File: config.mk
export PLATFORM = sky130hd
export DESIGN_NAME = arb_requester
export DESIGN_NICKNAME = d
export VERILOG_FILES = /design/src/rtl/arb_pkg.sv /design/src/rtl/sat_counter.sv /design/src/rtl/arb_requester.sv
export SDC_FILE = /design/constraint.sdc
export NUM_CORES = 1
export LEC_CHECK = 0
export CORE_UTILIZATION = 37
export CTS_CLUSTER_DIAMETER = 40
export DETAILED_ROUTE_END_ITERATION = 8
export SETUP_SLACK_MARGIN = 0.15
export SKIP_CTS_REPAIR_TIMING = 1
export SYNTH_ARGS = -nofsm -noshare
export SYNTH_HDL_FRONTEND = slang
export SYNTH_SLANG_ARGS = --single-unit
File: constraint.sdc
create_clock -name clk -period 4 [get_ports clk]
set_input_delay 0.4 -clock clk [delete_from_list [all_inputs] [get_ports clk]]
set_output_delay 0.4 -clock clk [all_outputs]
set_load 0.02 [all_outputs]
File: src/rtl/arb_pkg.sv
// arb_pkg: shared constants and state encoding for the arbiter and its requester agents
package arb_pkg;
    localparam int REQ_N = 4;
    localparam int WAIT_CNT_W = 8;
    localparam logic [1:0] ST_IDLE = 2'd0;
    localparam logic [1:0] ST_WAIT = 2'd1;
    localparam logic [1:0] ST_XFER = 2'd2;
    localparam logic [1:0] ST_GAP  = 2'd3;
    typedef enum logic [1:0] {
        IDLE = ST_IDLE,
        WAIT = ST_WAIT,
        XFER = ST_XFER,
        GAP  = ST_GAP
    } state_t;
endpackage

File: src/rtl/sat_counter.sv
// sat_counter: up-counter with synchronous clear that sticks at MAX
module sat_counter #(
    parameter int W   = 8,
    parameter int MAX = 255
) (
    input  logic         clk,
    input  logic         rst,
    input  logic         clr,
    input  logic         en,
    output logic [W-1:0] cnt
);
    always_ff @(posedge clk)
        if (rst || clr) cnt <= '0;
        else if (en && cnt != W'(MAX)) cnt <= cnt + 1'b1;
endmodule

File: src/rtl/arb_requester.sv
// arb_requester: requests one arbiter slot per job and issues len+1 beats while granted
module arb_requester
    import arb_pkg::*;
#(
    parameter int LEN_W    = 4,
    parameter int WAIT_MAX = 8,
    parameter int GAP_CYC  = 1
) (
    input  logic             clk,
    input  logic             rst,
    input  logic             job_valid,
    input  logic [LEN_W-1:0] job_len,
    output logic             job_ready,
    output logic             req,
    input  logic             gnt,
    output logic             beat_valid,
    output logic [LEN_W-1:0] beat_idx,
    output logic             done,
    output logic             starve
);
    localparam int GAP_W = $clog2(GAP_CYC + 2);
    state_t state, state_n;
    logic [LEN_W-1:0] len_q, cnt, idx_q;
    logic [GAP_W-1:0] gap_cnt;
    logic [WAIT_CNT_W-1:0] wait_cnt;
    logic accept, waiting, last_beat, gap_end;
    assign accept     = job_ready && job_valid;
    assign waiting    = state == WAIT && !gnt;
    assign job_ready  = state == IDLE;
    assign beat_valid = (state == WAIT || state == XFER) && gnt;
    assign last_beat  = beat_valid && cnt == len_q;
    assign gap_end    = int'(gap_cnt) >= GAP_CYC - 1;
    // cnt points at the next beat; idx_q keeps the last issued index between beats
    assign beat_idx   = beat_valid ? cnt : idx_q;
    sat_counter #(.W(WAIT_CNT_W), .MAX(WAIT_MAX)) u_wait (
        .clk(clk),
        .rst(rst),
        .clr(accept),
        .en (waiting),
        .cnt(wait_cnt)
    );
    always_comb begin
        state_n = state;
        case (state)
            IDLE:       if (job_valid) state_n = WAIT;
            WAIT, XFER: if (last_beat) state_n = GAP; else if (beat_valid) state_n = XFER;
            GAP:        if (gap_end) state_n = IDLE;
            default:    state_n = IDLE;
        endcase
    end
    always_ff @(posedge clk) begin
        if (rst) begin
            state   <= IDLE;
            len_q   <= '0;
            cnt     <= '0;
            idx_q   <= '0;
            gap_cnt <= '0;
            req     <= 1'b0;
            done    <= 1'b0;
            starve  <= 1'b0;
        end else begin
            state   <= state_n;
            req     <= state_n == WAIT || state_n == XFER;
            done    <= state_n == GAP && state != GAP;
            starve  <= waiting && wait_cnt == WAIT_CNT_W'(WAIT_MAX - 1);
            gap_cnt <= state == GAP ? gap_cnt + 1'b1 : '0;
            if (accept) begin
                len_q <= job_len;
                cnt   <= '0;
            end else if (beat_valid) begin
                idx_q <= cnt;
                if (cnt != len_q) cnt <= cnt + 1'b1;
            end
        end
    end
endmodule

==> flow_summary_export.csv, run 1 <==
group,metric,value,unit
floorplanning,rows,20,
critical_path,crit_arrival,2270,ps
pwr,finalPower,451,uW
drt,detail-route-antenna-nets,0,
global_routing,use_met3,2.62,%
clock_network,clk-insertion-delay-late,310,ps
floorplanning,fp.dieH,59.2,um
critical_path,crit_family,"buffers and inverters",
critical_path,crit_path_start,"state[0]",
logic_synthesis,synthCells,134,
critical_path,required,3600,ps
drt,drc,0,
timing,fin_tns_setup,0,ps
floorplanning,io_pins,17,
drt,vias,954,
logic_synthesis,ys_top_cells_by_count,"dfxtp_1, nand2_1, nor2_1",
timing,period_share,66.8,%
finish,fin_util,46.7,%
logic_synthesis,synth_top_area_share,41.4,%
clock_network,clkSinkCount,25,
logic_synthesis,syn_area,1210,um2
finish,num_antenna_cells,0,
critical_path,crit_path_top_delay_cell,"clkdlybuf4s50_1",
timing,hold_viol_final,0,
logic_synthesis,synthesis.area_per_instance,9.03,um2
logic_synthesis,ys_ff_latch,25,
clock_network,htreeDepth,1,
critical_path,critical_path_peak_fanout,7,
clock_network,cts_tree,"yes",
clock_network,clock_tree.buffer_depth,2,
timing,tightest_slew,557,ps
logic_synthesis,yosysTopAreaCell,"dfxtp_1",
timing,maxClockFrequency,0.374,GHz
logic_synthesis,ys_seq_area_share,41.4,%
logic_synthesis,ys.flop_type,"dfxtp_1",
global_routing,busiest_layer,"met2",
drt,viasPerCell,4.92,
logic_synthesis,synth-edff-count,0,
critical_path,cp.buffers_inverters,2,
global_routing,track_usage,14.7,%
logic_synthesis,async_reset_ff_share,0,%
global_routing,grt_pass1_vias,895,
global_routing,grtUsageMet1,18.4,%
pwr,power_density,314,nW/um2
floorplanning,core,3080,um2
drt,drt_first_iter_violations,58,
drt,routedWlPerCell,11.6,um
global_routing,overflow,0,
flow_run,cap_violations,0,
timing,drv_slew,0,
logic_synthesis,synth.most_common_cell,"dfxtp_1",
global_routing,grt_pass1_wl,3860,um
critical_path,crit_path_cell_trace,"inv_1, ha_1, nand2_1, mux2_2, clkdlybuf4s50_1",
timing,finClkSkew,1.43,ps
logic_synthesis,synth.distinct_cells,30,
place,port_buffers,16,
global_routing,antenna_found_initial,0,
finish,fin_nets,166,
finish,syn_to_final_growth,18.7,%
floorplanning,start_util,39.3,%
pwr,leakage,0.000528,uW
timing,rsz0062_at_grt,"no",
run_status,status,"complete, no violations",
timing,min_period,2670,ps
clock_network,clk_pin_slew,130,ps
drt,wl,2240,um
drt,firstDrtPassIters,4,
clock_network,cts_root_buf,"clkbuf_4",
hold_path,min_from,"len_q[0]",
hold_path,worstHoldPathType,"register to register",
critical_path,endpoint_kind,"primary output",
global_routing,grt_max_degree,16,
finish,drive_gt1_share,8.00,%
floorplanning,die_area,3500,um2
logic_synthesis,yosys_warnings,0,
critical_path,worst-setup-path-type,"register to primary output",
critical_path,r2r-start,"state[1]",
logic_synthesis,yosys-top-cells-area,"dfxtp_1, ha_1, xnor2_1",
floorplanning,fp.dieW,59.2,um
pwr,max-vdd-ir-drop,0.000103,V
critical_path,start_kind,"register",
global_routing,use_met2,24.2,%
place,hpwl,1690,um
place,gp_congestion,0.721,
timing,setup_viol,0,
critical_path,max_stage_delay,530,ps
clock_network,cts_buffers,3,
timing,timing.slew.headroom,62.8,%
logic_synthesis,syn-num-nets,149,
## state kept, by name, summed over array words and instances, names as in the netlist
signal and count:
u_wait.cnt 8, cnt 4, idx_q 4, len_q 4
state 2, done 1, req 1, starve 1
## routing by layer
metal  wire, um  share of wire [%]  vias to the layer above
met5          0                  0                        -
met3         82                3.7                        5
li1           -                  -                      489
met2       1030                 46                       20
met1       1080                 48                      440
met4         41                1.8                        0
## cells in the final DEF (no fill, tap or decap), types with 2 or more instances in the layout
cell / Yosys / routed
clkbuf_4: 0 / 3
nor2_1: 11 / 11
clkdlybuf4s50_1: 0 / 16
mux2_2: 3 / 3
or3_1: 2 / 2
ha_1: 7 / 7
dfxtp_1: 25 / 25
o21ai_0: 8 / 8
mux2i_1: 5 / 5
nand2_1: 13 / 13
a21oi_1: 9 / 9
nor4_1: 2 / 2
nor2b_1: 5 / 5
xnor2_1: 8 / 8
nand3_1: 9 / 9
inv_1: 7 / 7
xor2_1: 2 / 2
## power breakdown
group          switching [uW]  internal [uW]
Clock                    71.4           39.0
Sequential               6.32            257
Combinational            42.5           34.7
Total                     120            331
## tightest hold or removal path, delay by kind of cell, from the launching register on
family / cells / cell delay (ps)
DFF: 1 / 350
and+or+nand+nor: 1 / 60
AOI/OAI and AO/OA: 1 / 50
## stage by stage
| step | setup slack, ps | instances | area (um2) | hold slack (ps) |
|---|---|---|---|---|
| after floorplan | 2130 | 134 | 1210 | 450 |
| after global placement | 1560 | 190 | 1410 | 471 |
| after detailed placement | 1550 | 190 | 1410 | 474 |
| after CTS | 1320 | 194 | 1440 | 497 |
| after global routing | 1180 | 194 | 1440 | 520 |
| final | 1330 | 194 | 1440 | 493 |
## kinds of logic after synthesis
kind of cell	after synthesis	synth area share (%)
xor gates and xnor gates	10	7.24
adders and majority gates	7	7.24
muxes	8	6.93
and+or+nand+nor	50	20.5
DFF	25	41.4
AOI/OAI and AO/OA	23	13.3
buffers and inverters	11	3.41
## area by class of cell
type	instances	area, um2
clock buffers	4	26.3
fillers	307	1640
inverters	7	26.3
multi-input cells	98	668
flip-flops and latches	25	500
well taps	44	55.1
repair buffers	16	160
## final timing paths
check                      to  slack [ps]  depth (start not counted)
setup reg to reg          req        1780                          7
setup / recovery  beat_idx[1]        1330                          5
hold / removal       len_q[0]         490                          2
hold reg to reg      len_q[0]         490                          2
Power figures use the tool's default switching activity.
==> run 2, diff against run 1 <==
clock period = 2.24 ns   (was 4 ns; I/O delays follow)
==> run 2 against run 1 <==
  * Total power is 84% higher
  * Sequential power is 79% higher
  * Final area is 5.1% higher
  * Worst setup slack worse by 1000 ps
  * Cell count is 2.6% higher
  * Combinational power is 110% higher
  * Non-clock buffer count is 5 higher
  * Via count is 0.63% higher
  * Global-route usage is 0.76 points higher
  * Sequential share of layout area is 1.5 points lower
  * Clock skew is 3.5 ps higher
  * Register-to-register slack worse by 1300 ps
==> flow_summary_export.csv, run 2 (synthesis results as in run 1) <==
group,metric,value,unit
timing,hold_viol_final,0,
finish,regArea,503,um2
drt,detail-route-antenna-nets,0,
floorplanning,fp.dieH,59.2,um
place,numPlacedInstances,195,
pwr,comb_power_share,19.3,%
critical_path,required,2020,ps
finish,top_register,"u_wait.cnt",
floorplanning,die_area,3500,um2
clock_network,htreeDepth,1,
global_routing,antenna_found_initial,0,
finish,stdcell_count,199,
drt,drt_first_iter_violations,36,
pwr,clockPowerShare,23.8,%
finish,fin_nets,171,
global_routing,overflow,0,
pwr,leakage,0.000653,uW
timing,finClkSkew,4.93,ps
drt,wl,2450,um
pwr,finalPower,828,uW
global_routing,grt_max_degree,14,
critical_path,crit_arrival,1690,ps
finish,largest_reg_flops,8,
drt,viasPerCell,4.82,
global_routing,grt_pass1_wl,4070,um
drt,drc,0,
pwr,sequentialPowerShare,56.9,%
critical_path,start_kind,"register",
place,port_buffers,16,
floorplanning,fp.dieW,59.2,um
run_status,status,"complete, no violations",
timing,drv_slew,0,
timing,fin_tns_setup,0,ps
critical_path,endpoint_kind,"primary output",
finish,n_fill_cell,303,
timing,period_share,85.5,%
global_routing,grt_pass1_vias,935,
clock_network,cts_tree,"yes",
place,hpwl,1830,um
critical_path,critical_path_peak_fanout,7,
pwr,max-vdd-ir-drop,0.000259,V
timing,min_period,1910,ps
timing,rsz0062_at_grt,"no",
flow_run,cap_violations,0,
clock_network,clkSinkCount,25,
finish,syn_to_final_growth,24.7,%
finish,final_cell_mix,"dfxtp_1, nand2_1, nor2_1, clkdlybuf4s50_1",
pwr,p_sw_share,26.7,%
critical_path,worst-setup-path-type,"register to primary output",
floorplanning,core,3080,um2
place,dpl_worst_slack,118,ps
hold_path,worstHoldPathType,"input port to register",
pwr,p_int,607,uW
timing,timing.slew.headroom,78.6,%
floorplanning,rows,20,
drt,routedWlPerCell,12.3,um
timing,setup_viol,0,
timing,maxClockFrequency,0.522,GHz
finish,final_common_cell,"dfxtp_1",
finish,fin_area,1510,um2
timing,fin_ws,326,ps
timing,tightest_slew,318,ps
pwr,power_density,549,nW/um2
clock_network,cts_root_buf,"clkbuf_4",
clock_network,clock_tree.buffer_depth,2,
place,gp_congestion,0.780,
clock_network,clk_pin_slew,130,ps
global_routing,track_usage,15.5,%
finish,multi_input_area,688,um2
clock_network,cts_buffers,3,
pwr,power_switching,221,uW
clock_network,clk-insertion-delay-late,310,ps
finish,drive_gt1_share,13.5,%
drt,firstDrtPassIters,2,
drt,vias,960,
finish,num_antenna_cells,0,
floorplanning,io_pins,17,
place,dpl_cell_area,1450,um2
floorplanning,start_util,39.3,%
run 2: changes by cell type in the layout (fill, tap and decap cells not counted):
cell             before  now
clkdlybuf4s50_1      16   11
dfxtp_2               0    2
ha_1                  7    6
buf_4                 0    5
ha_4                  0    1
dfxtp_1              25   23
nand2_1              13   12
dlymetal6s2s_1        0    5
nand2_4               0    1
run 2: per-stage QoR:
step	util [%]	hold slack [ps]
3_5_place_dp	47.0	477
3_3_place_gp	47.0	472
2_1_floorplan	-	296
5_1_grt	49.0	472
4_1_cts	47.9	461
6_report	49.0	467
run 2: path summary, 6_finish.rpt:
kind,from,to,slack (ps),cells past startpoint
hold reg to reg,len_q[0],len_q[0],490,2
setup / recovery,state[0],beat_idx[2],330,5
hold / removal,job_len[0],len_q[0],470,3
setup reg to reg,state[1],req,510,7
run 2: final cells by class:
type	count	share of cell area, %
Clock buffer	4	1.74
Inverter	7	1.74
Multi-Input combinational cell	98	45.6
Sequential cell	25	33.3
Tap cell	44	3.65
Timing Repair Buffer	21	13.9
run 2: worst max-delay path, cell delays in order (launching register included):
cell	delay (ps)
dfxtp_2	380
inv_1	80
ha_4	260
nand2_4	100
mux2_2	340
dlymetal6s2s_1	210
run 2: metal layers:
metal / part of all wire (%) / vias to the layer above / global-route usage, %
met5: 0 / - / 0
met4: 0.78 / 0 / 7.14
met3: 2.9 / 2 / 2.84
met2: 46 / 11 / 24.6
met1: 50 / 446 / 20.2
li1: - / 501 / -
run 2: power groups by stage:
stage          clock network, uW  registers, uW  logic, uW
2_1_floorplan                  0            482       89.0
3_3_place_gp                   0            479        145
3_5_place_dp                   0            480        148
4_1_cts                      208            470        148
5_1_grt                      220            473        177
6_report                     197            471        160
